$ cat src/rtl/sti_deserializer.sv
// ----------------------------------------------------------------------------
// sti_deserializer
// Receive side of the STI serial link. Samples the si_data/si_valid bit stream
// and rebuilds each 8/16/24/32-bit frame. The 16-bit payload is then extracted
// from the frame according to the latched configuration. Any nonzero pad bits
// are flagged. A frame is dropped when the gap between its bits is too long.
//
// Ports
//   clk, reset            clock (rising edge) / async active-low reset
//   cfg_load              latch cfg_* (honoured only while idle)
//   cfg_length[1:0]       frame width W: 00=8, 01=16, 10=24, 11=32
//   cfg_msb               1: first bit received is F[W-1], 0: first is F[0]
//   cfg_fill              24/32b: 1 = payload in top 16 bits of F
//   cfg_low               8b: 1 = byte goes to po_data[15:8]
//   si_data, si_valid     serial bit and its strobe
//   po_data[15:0]         reassembled word, held until the next frame
//   po_valid              1-cycle pulse, po_data/po_err valid
//   po_err                pad bits nonzero (qualified by po_valid)
//   po_abort              1-cycle pulse, frame dropped on gap timeout
//   busy                  1 while receiving a frame
//   frame_cnt[CNT_W-1:0]  number of po_valid pulses, wrapping
// ----------------------------------------------------------------------------
module sti_deserializer #(
    parameter int GAP_MAX = 4,
    parameter int CNT_W   = 8
) (
    input  logic             clk,
    input  logic             reset,
    input  logic             cfg_load,
    input  logic [1:0]       cfg_length,
    input  logic             cfg_msb,
    input  logic             cfg_fill,
    input  logic             cfg_low,
    input  logic             si_data,
    input  logic             si_valid,
    output logic [15:0]      po_data,
    output logic             po_valid,
    output logic             po_err,
    output logic             po_abort,
    output logic             busy,
    output logic [CNT_W-1:0] frame_cnt
);

    localparam int GAP_W = $clog2(GAP_MAX + 2);

    typedef enum logic [1:0] {IDLE, RECV, EMIT} state_t;

    state_t             state_q, state_d;
    logic [1:0]         len_q, len_d;
    logic               msb_q, msb_d, fill_q, fill_d, low_q, low_d;
    logic [31:0]        f_q, f_d;
    logic [4:0]         cnt_q, cnt_d;
    logic [GAP_W-1:0]   gap_q, gap_d;
    logic [15:0]        data_q, data_d;
    logic               valid_q, valid_d, err_q, err_d, abort_q, abort_d;
    logic [CNT_W-1:0]   fcnt_q, fcnt_d;

    logic [31:0]        f_shift;
    logic               last_bit;
    logic [15:0]        ext_data;
    logic               ext_err;

    always_comb begin
        // Frame register with the current bit merged in (RECV only).
        f_shift  = msb_q ? {f_q[30:0], si_data} : (f_q | ({31'b0, si_data} << cnt_q));
        // W-1 is {len,3'b111} for every supported width.
        last_bit = (cnt_q == {len_q, 3'b111});

        ext_data = f_shift[15:0];
        ext_err  = 1'b0;
        case (len_q)
            2'b00: ext_data = low_q ? {f_shift[7:0], 8'h00} : {8'h00, f_shift[7:0]};
            2'b01: ext_data = f_shift[15:0];
            2'b10: begin
                ext_data = fill_q ? f_shift[23:8] : f_shift[15:0];
                ext_err  = fill_q ? |f_shift[7:0] : |f_shift[23:16];
            end
            default: begin
                ext_data = fill_q ? f_shift[31:16] : f_shift[15:0];
                ext_err  = fill_q ? |f_shift[15:0] : |f_shift[31:16];
            end
        endcase
    end

    always_comb begin
        state_d = state_q;
        len_d   = len_q;
        msb_d   = msb_q;
        fill_d  = fill_q;
        low_d   = low_q;
        f_d     = f_q;
        cnt_d   = cnt_q;
        gap_d   = gap_q;
        data_d  = data_q;
        fcnt_d  = fcnt_q;
        valid_d = 1'b0;
        err_d   = 1'b0;
        abort_d = 1'b0;

        // Config only changes between frames; a load coincident with the
        // first bit applies to that frame, since the first bit always lands in
        // F[0] and the later bits see the new registers.
        if (state_q == IDLE && cfg_load) begin
            len_d  = cfg_length;
            msb_d  = cfg_msb;
            fill_d = cfg_fill;
            low_d  = cfg_low;
        end

        case (state_q)
            RECV: begin
                if (si_valid) begin
                    gap_d = '0;
                    f_d   = f_shift;
                    cnt_d = cnt_q + 5'd1;
                    if (last_bit) begin
                        state_d = EMIT;
                        cnt_d   = '0;
                        data_d  = ext_data;
                        err_d   = ext_err;
                        valid_d = 1'b1;
                        fcnt_d  = fcnt_q + 1'b1;
                    end
                end else if (gap_q == GAP_W'(GAP_MAX)) begin
                    // This idle cycle would be gap number GAP_MAX+1.
                    state_d = IDLE;
                    abort_d = 1'b1;
                    gap_d   = '0;
                    cnt_d   = '0;
                end else begin
                    gap_d = gap_q + 1'b1;
                end
            end
            default: begin  // IDLE and EMIT: a strobe starts a new frame
                if (si_valid) begin
                    state_d = RECV;
                    f_d     = {31'b0, si_data};
                    cnt_d   = 5'd1;
                    gap_d   = '0;
                end else begin
                    state_d = IDLE;
                end
            end
        endcase
    end

    always_ff @(posedge clk or negedge reset) begin
        if (!reset) begin
            state_q <= IDLE;
            len_q   <= '0;
            msb_q   <= 1'b0;
            fill_q  <= 1'b0;
            low_q   <= 1'b0;
            f_q     <= '0;
            cnt_q   <= '0;
            gap_q   <= '0;
            data_q  <= '0;
            valid_q <= 1'b0;
            err_q   <= 1'b0;
            abort_q <= 1'b0;
            fcnt_q  <= '0;
        end else begin
            state_q <= state_d;
            len_q   <= len_d;
            msb_q   <= msb_d;
            fill_q  <= fill_d;
            low_q   <= low_d;
            f_q     <= f_d;
            cnt_q   <= cnt_d;
            gap_q   <= gap_d;
            data_q  <= data_d;
            valid_q <= valid_d;
            err_q   <= err_d;
            abort_q <= abort_d;
            fcnt_q  <= fcnt_d;
        end
    end

    assign po_data   = data_q;
    assign po_valid  = valid_q;
    assign po_err    = err_q;
    assign po_abort  = abort_q;
    assign busy      = (state_q == RECV);
    assign frame_cnt = fcnt_q;

endmodule

$ cat config.mk
export PLATFORM = sky130hd
export DESIGN_NAME = sti_deserializer
export DESIGN_NICKNAME = d
export VERILOG_FILES = /design/src/rtl/sti_deserializer.sv
export SDC_FILE = /design/constraint.sdc
export NUM_CORES = 1
export LEC_CHECK = 0
export BUFFER_PORTS_ARGS = -buffer_cell sky130_fd_sc_hd__buf_4
export CAP_MARGIN = 30
export CORE_ASPECT_RATIO = 0.7
export CORE_UTILIZATION = 40
export CTS_BUF_LIST = sky130_fd_sc_hd__clkbuf_8
export CTS_CLUSTER_SIZE = 24
export DETAILED_ROUTE_END_ITERATION = 16
export SLEW_MARGIN = 20
export SYNTH_ARGS = -nofsm -noshare
export SYNTH_HDL_FRONTEND = slang
export SYNTH_SLANG_ARGS = --single-unit
$ cat constraint.sdc
create_clock -name clk -period 3.2 [get_ports clk]
set_input_delay 0.16 -clock clk [delete_from_list [all_inputs] [get_ports clk]]
set_output_delay 0.16 -clock clk [all_outputs]
set_load 0.01 [all_outputs]
== Word level (Yosys, flattened, before mapping) ==
Cells that the tools add are included.
Word-level totals
  input bits: 10
  register bits: 74
Cells by class
  equality and inequality tests: 7
  add/subtract/negate cells: 3
  reductions and logical operators: 13
  shifts and indexed selects: 1
  bitwise logic cells: 1
  multiplexer cells: 34
Operators by type and width (count)
  2-to-1 mux 32 bit: 4
  2-to-1 mux 16 bit: 3
  case mux 16 bit (3 select lines): 1
  OR 32 bit: 1
  OR reduction 16 bit: 2
  << shifter 1 x 5 -> 32 bit: 1
  2-to-1 mux 5 bit: 5
  OR reduction 8 bit: 2
  2-to-1 mux 1 bit: 12
  2-to-1 mux 3 bit: 4
  adder 8 x 1 -> 8 bit, second input constant: 1
  2-to-1 mux 2 bit: 4
  inequality test 3 x 2 -> 1 bit, second input constant: 2
  adder 5 x 1 -> 5 bit, second input constant: 1
  == test 5 bit: 1
  == test 2 x 1 -> 1 bit, second input constant: 2
  zero test 2 bit: 2
  AND reduction 2 bit: 2
  nonzero test 2 bit: 2
  adder 3 x 1 -> 3 bit, second input constant: 1
  == test 3 bit, second input constant: 1
  AND reduction 3 bit: 1
  == test 2 bit, second input constant: 1
  case mux 1 bit (2 select lines): 1
  2 further kinds: 2

== Longest topological paths before layout ==
Gate-level depths: netlist of run 1.
  depth after elaboration: 9
  mapped depth: 10

== Worst setup path after synthesis of run 1 ==
No wires, ideal clock.
  path kind: reg2reg
  start: register msb_q
  end: register err_q (netlist: po_err)
  required time: 3.069 ns
  path slack: 1.156 ns
  arrival time: 1.913 ns
  cell stages (with the launch flop): 9
  setup time: 0.131 ns
  period minus slack after synthesis: 2.044 ns
  path buffers: 3
  path through: dfrtp_1 > buf_6 > buf_4 > buf_2 > a32oi_1 > o2111ai_1 > or4b_1 > nor4_1 > nor4_1
Between the ends
  longest elaborated chain between the ends: 7
Ends and longest elaborated chain
  start: declaration: line 50  | logic msb_q, msb_d, fill_q, fill_d, low_q, low_d;
  start signal: assignment: line 165  | msb_q <= msb_d;
  2-to-1 mux 32 bit (*): line 65  | f_shift = msb_q ? {f_q[30:0], si_data} : (f_q | ({31'b0, si_data} << cnt_q));
  OR reduction 16 bit / OR reduction 8 bit (equally long branches): line 80, 76
  2-to-1 mux 1 bit, on equally long branches: line 80, 76
  case mux 1 bit (2 select lines) (*): line 71  | case (len_q)
  2-to-1 mux 1 bit (*): line 116  | if (last_bit) begin
  2-to-1 mux 1 bit (*): line 112  | if (si_valid) begin
  2-to-1 mux 1 bit (*): line 110  | case (state_q)
  via err_d: line 55  | logic valid_q, valid_d, err_q, err_d, abort_q, abort_d;
  end signal: assignment: line 173  | err_q <= err_d;
  end: declaration: line 55
Mark *: on every way through the listed nets, which the timed path passes. The rest lies on a longest branch.
A chain may end at the register's enable or synchronous reset.

== Worst setup path after layout of run 1 ==
  start: register cnt_q[2]
  end: register data_q[14] (netlist: po_data[14])
Between the ends
  longest elaborated chain between the ends: 5
Ends and longest elaborated chain
  start: declaration: line 52  | logic [4:0] cnt_q, cnt_d;
  start signal: assignment: line 169  | cnt_q <= cnt_d;
  << shifter 1 x 5 -> 32 bit: line 65
  OR 32 bit: line 65
  2-to-1 mux 32 bit: line 65
  2-to-1 mux 16 bit, on equally long branches: line 79, 72, 75
  case mux 16 bit (3 select lines): line 71
  end signal: assignment: line 171  | data_q <= data_d;
  end: declaration: line 54  | logic [15:0] data_q, data_d;
Several ways; a longest one is shown, not always the timed one.

==> reports/metrics.yaml, run 1 <==
tightest_slew_ns: 0.811
maxCapViolations: 0
p_leak_nw: 2.23
required_ns: 3.44
fill_cells: 1040
place_ws_ns: 0.566
use_met2_pct: 32.4
ys_warn_count: 0
start_util_pct: 41.9
numPortBuffers: 37
grt_max_degree: 75
finalCritPeriodShare_pct: 87.1
postRouteAntennaNets: 0
ir_drop_mv: 0.366
htree_levels: 3
grt_use_met3_pct: 6.61
synth_flop_cell: "dfrtp_1"
antennaDiodeCount: 0
wl_per_cell_microns: 19.9
clock-sinks: 74
final_nets: 541
dieArea_sq_um: 11500
numCtsBuffers: 9
clk_pin_slew_worst_paths_ns: 0.07
synth_nets: 506
ys_ff_latch: 74
routed_via_density: 6.14
cts_tree: "done"
clock_skew_ns: 0.0124
cts_resized: 0
crit_arrival_ns: 3.02
hold_ws_ns: 0.0231
critPathLaunchType: "flip-flop"
hold_viol: 0
core_sq_um: 10600
vias: 4168
num_rows: 31
hp-class: "in2reg"
syn_to_final_growth_pct: 16.1
grt_use_total_pct: 24.9
grt-ovfl-total: 0
syn_area_sq_um: 4430
finalSetupTns_ns: 0
path_cells: "and4bb_1 -> a32oi_1 -> a21boi_0 -> mux2i_1 -> a211oi_1 -> o21ai_0"
dpl_cell_area_sq_um: 4860
place_congestion: 1.02
p_per_area_nw_per_um2: 992
outcome: "finished clean"
cp_slowest_cell: "dfrtp_1"
grt_pass1_vias: 3819
finalSetupViolCount: 0
grt_antenna_before_repair: 0
period_minus_slack_ns: 2.79
path_buf_inv: 0
drc_errors: 0
grt_pass1_wl_mm: 21.8
final_cell_mix: "dfrtp_1, buf_4, nand2_1"
crit_family: "compound AO/OA/AOI/OAI gates"
synth_edf_count: 0
drtIter0Drc: 580
drive_gt1_share_pct: 16.0
clk_path_buf_depth: 2
worstSetupPathType: "reg2reg"
stdcell_area_sq_um: 5140
top_usage_layer: "met1"
synthDistinctLibCells: 67
mostFrequentLayoutCell: "dfrtp_1"
utilization_pct: 48.7
dr.pass1.iters: 5
critPathMaxFanout: 24
synthArstFlopShare_pct: 100
setup_ws_ns: 0.413
relSlewSlack_pct: 45.9
insertion_delay_ns: 0.37
syn-mean-instance-area_sq_um: 8.99
fmax_mhz: 359
crit_path_max_incr_delay_ns: 0.68
finalWirelength_mm: 13.5
finalMaxSlewViolations: 0
cts-root-buf: "clkbuf_8"
die-height_microns: 90.0
dpl.hpwl_mm: 9.80
num_io_pins: 38
met1_usage_pct: 39.1
yosysSeqAreaShare_pct: 41.8
die_x_microns: 128
synth_cells: 492
cp-end-kind: "flip-flop"
rsz0062_at_grt: "false"
[cells by family (layout without fill, tap and decap cells)]
group	Yosys count	after routing	share of synthesized area, %
flip-flops	74	74	41.8
multiplexers	8	8	2.01
buffers and inverters	52	91	5.03
XOR/XNOR	9	9	1.78
AND/OR/NAND/NOR	168	168	19.5
AO/OA/AOI/OAI	177	177	28.7
adder cells (fa/ha/maj)	4	4	1.13
[cell type report]
cell class | instances | area [sq um] | area share, %
Sequential cell | 74 | 1850 | 36.0
Tap cell | 148 | 185 | 3.60
Clock buffer | 10 | 138 | 2.68
Multi-Input combinational cell | 366 | 2350 | 45.8
Timing Repair Buffer | 60 | 473 | 9.20
Inverter | 16 | 60.1 | 1.17
Clock inverter | 5 | 80.1 | 1.56
[sequential cells by signal, summed over array words and instances, names as in the netlist, 2 cells and up]
name,cells
cnt_q,5
f_q,32
frame_cnt,8
gap_q,3
len_q,2
po_data,16
state_q,2
[worst register-to-register path: stages, from the launching register on]
cell and delay, ns:
dfrtp_1 0.68, and4bb_1 0.45, a32oi_1 0.26, a21boi_0 0.63, mux2i_1 0.20, a211oi_1 0.32
o21ai_0 0.13
[synthesized netlist by cell type, drive strengths merged, types with 3 or more instances]
cell	count	area share, %
a2111oi	3	0.74
a211oi	13	2.2
a21o	3	0.51
a21oi	33	3.7
a221o	6	1.4
a221oi	7	1.5
a22o	14	2.8
a311o	4	0.90
a31o	3	0.59
a31oi	7	0.99
and2	10	1.4
buf	14	1.8
clkbuf	22	1.9
dfrtp	74	42
ha	4	1.1
inv	15	1.3
mux2	4	1.1
mux2i	4	0.90
nand2	50	4.2
nand2b	11	1.6
nand3	9	1.0
nand4	3	0.42
nor2	42	3.6
nor2b	15	2.1
nor3	5	0.57
nor3b	3	0.51
nor4	4	0.57
nor4b	6	1.5
o211ai	3	0.51
o21ai	33	3.7
o221ai	6	1.2
o22ai	5	0.71
o2bb2ai	14	2.8
o31ai	5	0.85
o41ai	4	0.79
xnor2	5	0.99
xor2	4	0.79
[repair_timing]
action,in CTS,in global routing
hold buffers,4,0
setup buffers,0,0
endpoints found under the hold margin,71,0
[metal layers]
metal / part of all wire (%) / vias up
met5: 0 / -
met2: 39 / 219
met1: 49 / 2006
met3: 9.5 / 30
li1: - / 1913
met4: 2.0 / 0
[final timing paths]
path | start | to | slack [ns] | depth (start not counted)
setup / recovery | cnt_q[2] | po_data[14] | 0.41 | 6
hold / removal | cfg_fill | fill_q | 0.02 | 2
setup reg to reg | cnt_q[2] | po_data[14] | 0.41 | 6
hold reg to reg | frame_cnt[7] | frame_cnt[7] | 0.47 | 1
max in group asynchronous | reset | f_q[21] | 2.30 | 3
min in group asynchronous | reset | f_q[28] | 0.30 | 2
[stage by stage]
step	std cells	power [mW]
final	679	5.10
after detailed placement	659	4.21
after CTS	678	5.04
after floorplan	492	3.33
after global routing	679	5.43
after global placement	659	4.24
[report_power, final]
part / internal [mW] / switching, mW / leakage, nW
Sequential: 1.25 / 0.404 / 0.966
Combinational: 1.03 / 1.61 / 1.15
Clock: 0.454 / 0.354 / 0.110
Note: power is estimated with default switching activity, not from simulation.
==> inputs of run 2 (changes only) <==
Settings changed: CTS_BUF_LIST sky130_fd_sc_hd__clkbuf_8 to sky130_fd_sc_hd__clkbuf_2 sky130_fd_sc_hd__clkbuf_4 sky130_fd_sc_hd__clkbuf_8.
==> reports/metrics.yaml, run 2 (synthesis gave the netlist of run 1 again) <==
final_cell_mix: "dfrtp_1, buf_4, nand2_1"
relSlewSlack_pct: 45.9  # unchanged
drtIter0Drc: 580  # unchanged
r2r_start: "cnt_q[2]"
p_per_area_nw_per_um2: 994  # +0.21%
mostFrequentLayoutCell: "dfrtp_1"
clk_pin_slew_worst_paths_ns: 0.07  # about the same
path_cells: "and4bb_1 -> a32oi_1 -> a21boi_0 -> mux2i_1 -> a211oi_1 -> o21ai_0"
p_leak_nw: 2.23  # about the same
grt_use_total_pct: 24.9  # unchanged
path_buf_inv: 0  # unchanged
core_sq_um: 10600  # unchanged
drc_errors: 0  # unchanged
dp.cells: 659  # unchanged
htree_levels: 3  # unchanged
setup_ws_ns: 0.413  # -0.000172 ns
r2r-end: "po_data[14]"
critPathLaunchType: "flip-flop"
num_io_pins: 38  # unchanged
crit_arrival_ns: 3.02  # about the same
vias: 4181  # +0.31%
place_congestion: 1.02  # unchanged
critPathMaxFanout: 24  # unchanged
grt_antenna_before_repair: 0  # unchanged
rsz0062_at_grt: "false"
syn_to_final_growth_pct: 16.2  # about the same
clk_path_buf_depth: 2  # unchanged
finalSetupViolCount: 0  # unchanged
numCtsBuffers: 9  # unchanged
dpl_cell_area_sq_um: 4860  # unchanged
hold_viol: 0  # unchanged
num_rows: 31  # unchanged
place_ws_ns: 0.566  # unchanged
worstSetupPathType: "reg2reg"
stdcell_area_sq_um: 5140  # about the same
die_x_microns: 128  # unchanged
crit_path_max_incr_delay_ns: 0.68  # about the same
finalSetupTns_ns: 0  # unchanged
finalMaxSlewViolations: 0  # unchanged
die-height_microns: 90.0  # unchanged
holdPathStages: 2  # unchanged
tightest_slew_ns: 0.811  # unchanged
r2r_cells: 6  # unchanged
finalWirelength_mm: 13.6  # +0.20%
fmax_mhz: 359  # about the same
postCtsSetupBuffers: 0  # unchanged
ir_drop_mv: 0.367  # +0.13%
grt_pass1_wl_mm: 21.8  # unchanged
worstHoldEndpoint: "fill_q"
antennaDiodeCount: 0  # unchanged
period_minus_slack_ns: 2.79  # +0.000172 ns
clock_skew_ns: 0.0121  # -0.000301 ns
cts-root-buf: "clkbuf_8"
dieArea_sq_um: 11500  # unchanged
clock-sinks: 74  # unchanged
drive_gt1_share_pct: 16.2  # +0.19 points
cts_tree: "done"
wl_per_cell_microns: 20.0  # +0.20%
hp-class: "in2reg"
grt-ovfl-total: 0  # unchanged
start_util_pct: 41.9  # unchanged
layout.cells.non_filler: 679  # unchanged
maxCapViolations: 0  # unchanged
routed_via_density: 6.16  # +0.31%
grt_max_degree: 75  # unchanged
grt_pass1_vias: 3819  # unchanged
dpl.hpwl_mm: 9.80  # unchanged
cp-end-kind: "flip-flop"
r2r_slack_ns: 0.41  # about the same
finalCritPeriodShare_pct: 87.1  # about the same
insertion_delay_ns: 0.37  # about the same
final_nets: 541  # unchanged
largest_reg_flops: 32  # unchanged
dr.pass1.iters: 5  # unchanged
min_from: "cfg_fill"
crit_family: "compound AO/OA/AOI/OAI gates"
numPortBuffers: 37  # unchanged
regMostFlops: "f_q"
cp_slowest_cell: "dfrtp_1"
outcome: "finished clean"
required_ns: 3.44  # about the same
postRouteAntennaNets: 0  # unchanged
run 2: final cells by class:
class,instances,area [sq um]
fillers,1038,5410
multi-input cells,366,2350
flip-flops and latches,74,1850
repair buffers,60,473
well taps,148,185
clock buffers,11,145
clock inverters,4,76.3
inverters,16,60.1
run 2: where the power goes:
group	leakage, nW	switching (mW)	internal, mW
Sequential	0.966	0.404	1.25
Clock	0.109	0.355	0.466
Combinational	1.15	1.61	1.03
run 2: worst max-delay path by stage:
stage                        endpoint  depth (start not counted)  startpoint  slack (ns)
after floorplan                po_err                          8       msb_q        1.16
after global placement    po_data[14]                          6    cnt_q[2]        0.57
after detailed placement  po_data[14]                          6    cnt_q[2]        0.57
after CTS                 po_data[14]                          6    cnt_q[2]        0.56
after global routing       po_data[8]                          7       msb_q        0.37
final                     po_data[14]                          6    cnt_q[2]        0.41
run 2: through the flow:
stage | total power, mW | hold WS, ns | utilization [%]
floorplan | 3.33 | -0.136 | -
global placement | 4.24 | 0.361 | 46.1
detailed placement | 4.21 | 0.368 | 46.1
CTS | 5.05 | 0.0133 | 48.6
global route | 5.44 | 0.0101 | 48.7
finish | 5.11 | 0.0228 | 48.7
run 2: worst register-to-register path, stage by stage (launching register included):
cell and delay [ns]:
dfrtp_1 0.68, and4bb_1 0.45, a32oi_1 0.26, a21boi_0 0.63, mux2i_1 0.20, a211oi_1 0.32
o21ai_0 0.13
run 2: timing repair:
item | 4_1_cts | 5_1_grt
hold buffers | 4 | 0
setup endpoints to repair | 0 | 0
hold endpoints to repair | 71 | 0
resized for setup | 0 | 0
run 2: metal layers:
metal  up-vias  GRT usage, %  share of wire [%]
met2       228          32.4                 39
li1       1914             -                  -
met3        27          6.61                9.6
met5         -             0                  0
met4         0          7.35                2.0
met1      2012          39.1                 49
==> inputs of run 3 (changes only) <==
Settings changed: CORE_MARGIN set to 2, TNS_END_PERCENT set to 30.
==> reports/metrics.yaml, run 3 (synthesis gave the netlist of run 1 again) <==
mostFrequentLayoutCell: "dfrtp_1"
clk_pin_slew_worst_paths_ns: 0.08  # about the same
clock_skew_ns: 0.00656  # -0.00549 ns
regMostFlops: "f_q"
clk_path_buf_depth: 2  # unchanged
r2r_cells: 6  # unchanged
maxCapViolations: 0  # unchanged
grt-ovfl-total: 0  # unchanged
cts_tree: "done"
fill_cells: 1078  # +3.9%
drtIter0Drc: 522  # -10%
drive_gt1_share_pct: 15.6  # -0.64 points
die_x_microns: 130  # +1.6%
fmax_mhz: 363  # +1.1%
finalSetupTns_ns: 0  # unchanged
dr.pass1.iters: 6  # +1
routed_via_density: 6.19  # +0.55%
dpl.hpwl_mm: 9.72  # -0.78%
final_cell_mix: "dfrtp_1, nand2_1, buf_4"
hold_ws_ns: 0.0249  # +0.00215 ns
dieArea_sq_um: 11900  # +3.8%
die-height_microns: 92.0  # +2.2%
r2r_slack_ns: 0.44  # +0.03 ns
finalWirelength_mm: 13.6  # +0.58%
layout.cells.non_filler: 680  # +0.15%
insertion_delay_ns: 0.37  # about the same
largest_reg_flops: 32  # unchanged
final_nets: 536  # -0.92%
finalSetupViolCount: 0  # unchanged
setup_ws_ns: 0.444  # +0.0310 ns
hold_viol: 0  # unchanged
num_io_pins: 38  # unchanged
place_congestion: 0.961  # -5.4%
antennaDiodeCount: 0  # unchanged
start_util_pct: 40.6  # -1.3 points
p_per_area_nw_per_um2: 1000  # +1.0%
wl_per_cell_microns: 20.0  # +0.43%
finalMaxSlewViolations: 0  # unchanged
cp-end-kind: "flip-flop"
vias: 4210  # +0.69%
p_leak_nw: 2.22  # -0.27%
clock-sinks: 74  # unchanged
postCtsSetupBuffers: 0  # unchanged
cp_slowest_cell: "nor3b_1"
grt_pass1_vias: 3804  # -0.39%
postRouteAntennaNets: 0  # unchanged
holdPathStages: 2  # unchanged
required_ns: 3.51  # +0.07 ns
numPortBuffers: 37  # unchanged
cts-root-buf: "clkbuf_8"
relSlewSlack_pct: 40.4  # -5.6 points
grt_pass1_wl_mm: 22.1  # +1.3%
rsz0062_at_grt: "false"
crit_arrival_ns: 3.06  # +0.04 ns
critPathLaunchType: "flip-flop"
ir_drop_mv: 0.399  # +8.7%
num_rows: 32  # +3.2%
numCtsBuffers: 9  # unchanged
finalCritPeriodShare_pct: 86.1  # -0.97 points
tightest_slew_ns: 0.895  # +0.0839 ns
place_ws_ns: 0.600  # +0.0344 ns
htree_levels: 3  # unchanged
crit_path_max_incr_delay_ns: 0.81  # +0.13 ns
dp.cells: 659  # unchanged
grt_antenna_before_repair: 0  # unchanged
worstSetupPathType: "reg2reg"
total_power_mw: 5.16  # +0.90%
outcome: "finished clean"
syn_to_final_growth_pct: 16.0
period_minus_slack_ns: 2.76  # -0.0310 ns
core_sq_um: 10900  # +3.2%
drc_errors: 0  # unchanged
grt_use_total_pct: 24.2  # -0.68 points
path_cells: "nor3b_1 -> a31oi_1 -> a21oi_1 -> nor2_1 -> a2111oi_0 -> a21o_1"
critPathMaxFanout: 19  # -21%
hp-class: "in2reg"
grt_max_degree: 75  # unchanged
==> run 3: critical path, delay by kind of cell, from the launching register on <==
family,cells,cell delay (ns)
simple gates,2,0.86
compound gates,4,1.23
flops,1,0.61
==> run 3: final cells by class <==
| type | instances | area, sq um | area share (%) |
|---|---|---|---|
| inverter | 16 | 60.1 | 1.17 |
| sequential | 74 | 1850 | 36.1 |
| multi-input combinational | 366 | 2350 | 45.8 |
| timing repair buffer | 55 | 448 | 8.72 |
| clock buffer | 12 | 159 | 3.09 |
| tap | 153 | 191 | 3.73 |
| clock inverter | 4 | 73.8 | 1.44 |
==> run 3: power breakdown <==
part | internal, mW | switching, mW
clock | 0.490 | 0.355
combinational | 1.02 | 1.62
sequential | 1.25 | 0.433
total | 2.75 | 2.40
==> run 3: worst paths after layout <==
| kind | from | end |
|---|---|---|
| worst max register to register | cnt_q[0] | po_data[2] |
| min in group asynchronous | reset | frame_cnt[5] |
| worst min-delay path | cfg_low | low_q |
| max in group asynchronous | reset | cnt_q[3] |
| worst min register to register | frame_cnt[7] | frame_cnt[7] |
| worst max-delay path | cnt_q[0] | po_data[2] |
==> run 3: stage by stage <==
step                util [%]  cell area (sq um)
floorplan                  -               4430
detailed placement      44.5               4840
finish                  47.2               5130
global route            47.2               5130
global placement        44.5               4840
CTS                     47.0               5110
==> run 3: per-layer routing <==
metal | vias up | wire [microns] | GRT usage [%]
met2 | 241 | 5530 | 31.1
met4 | 0 | 197 | 6.09
met3 | 31 | 1410 | 7.82
met1 | 2039 | 6500 | 38.3
li1 | 1899 | - | -
met5 | - | 0 | 0
==> run 3: what timing repair did <==
action                                 4_1_cts  5_1_grt
resized for setup                            0        0
endpoints found under the hold margin       77        0
setup endpoints to repair                    0        0
hold buffers                                 4        0
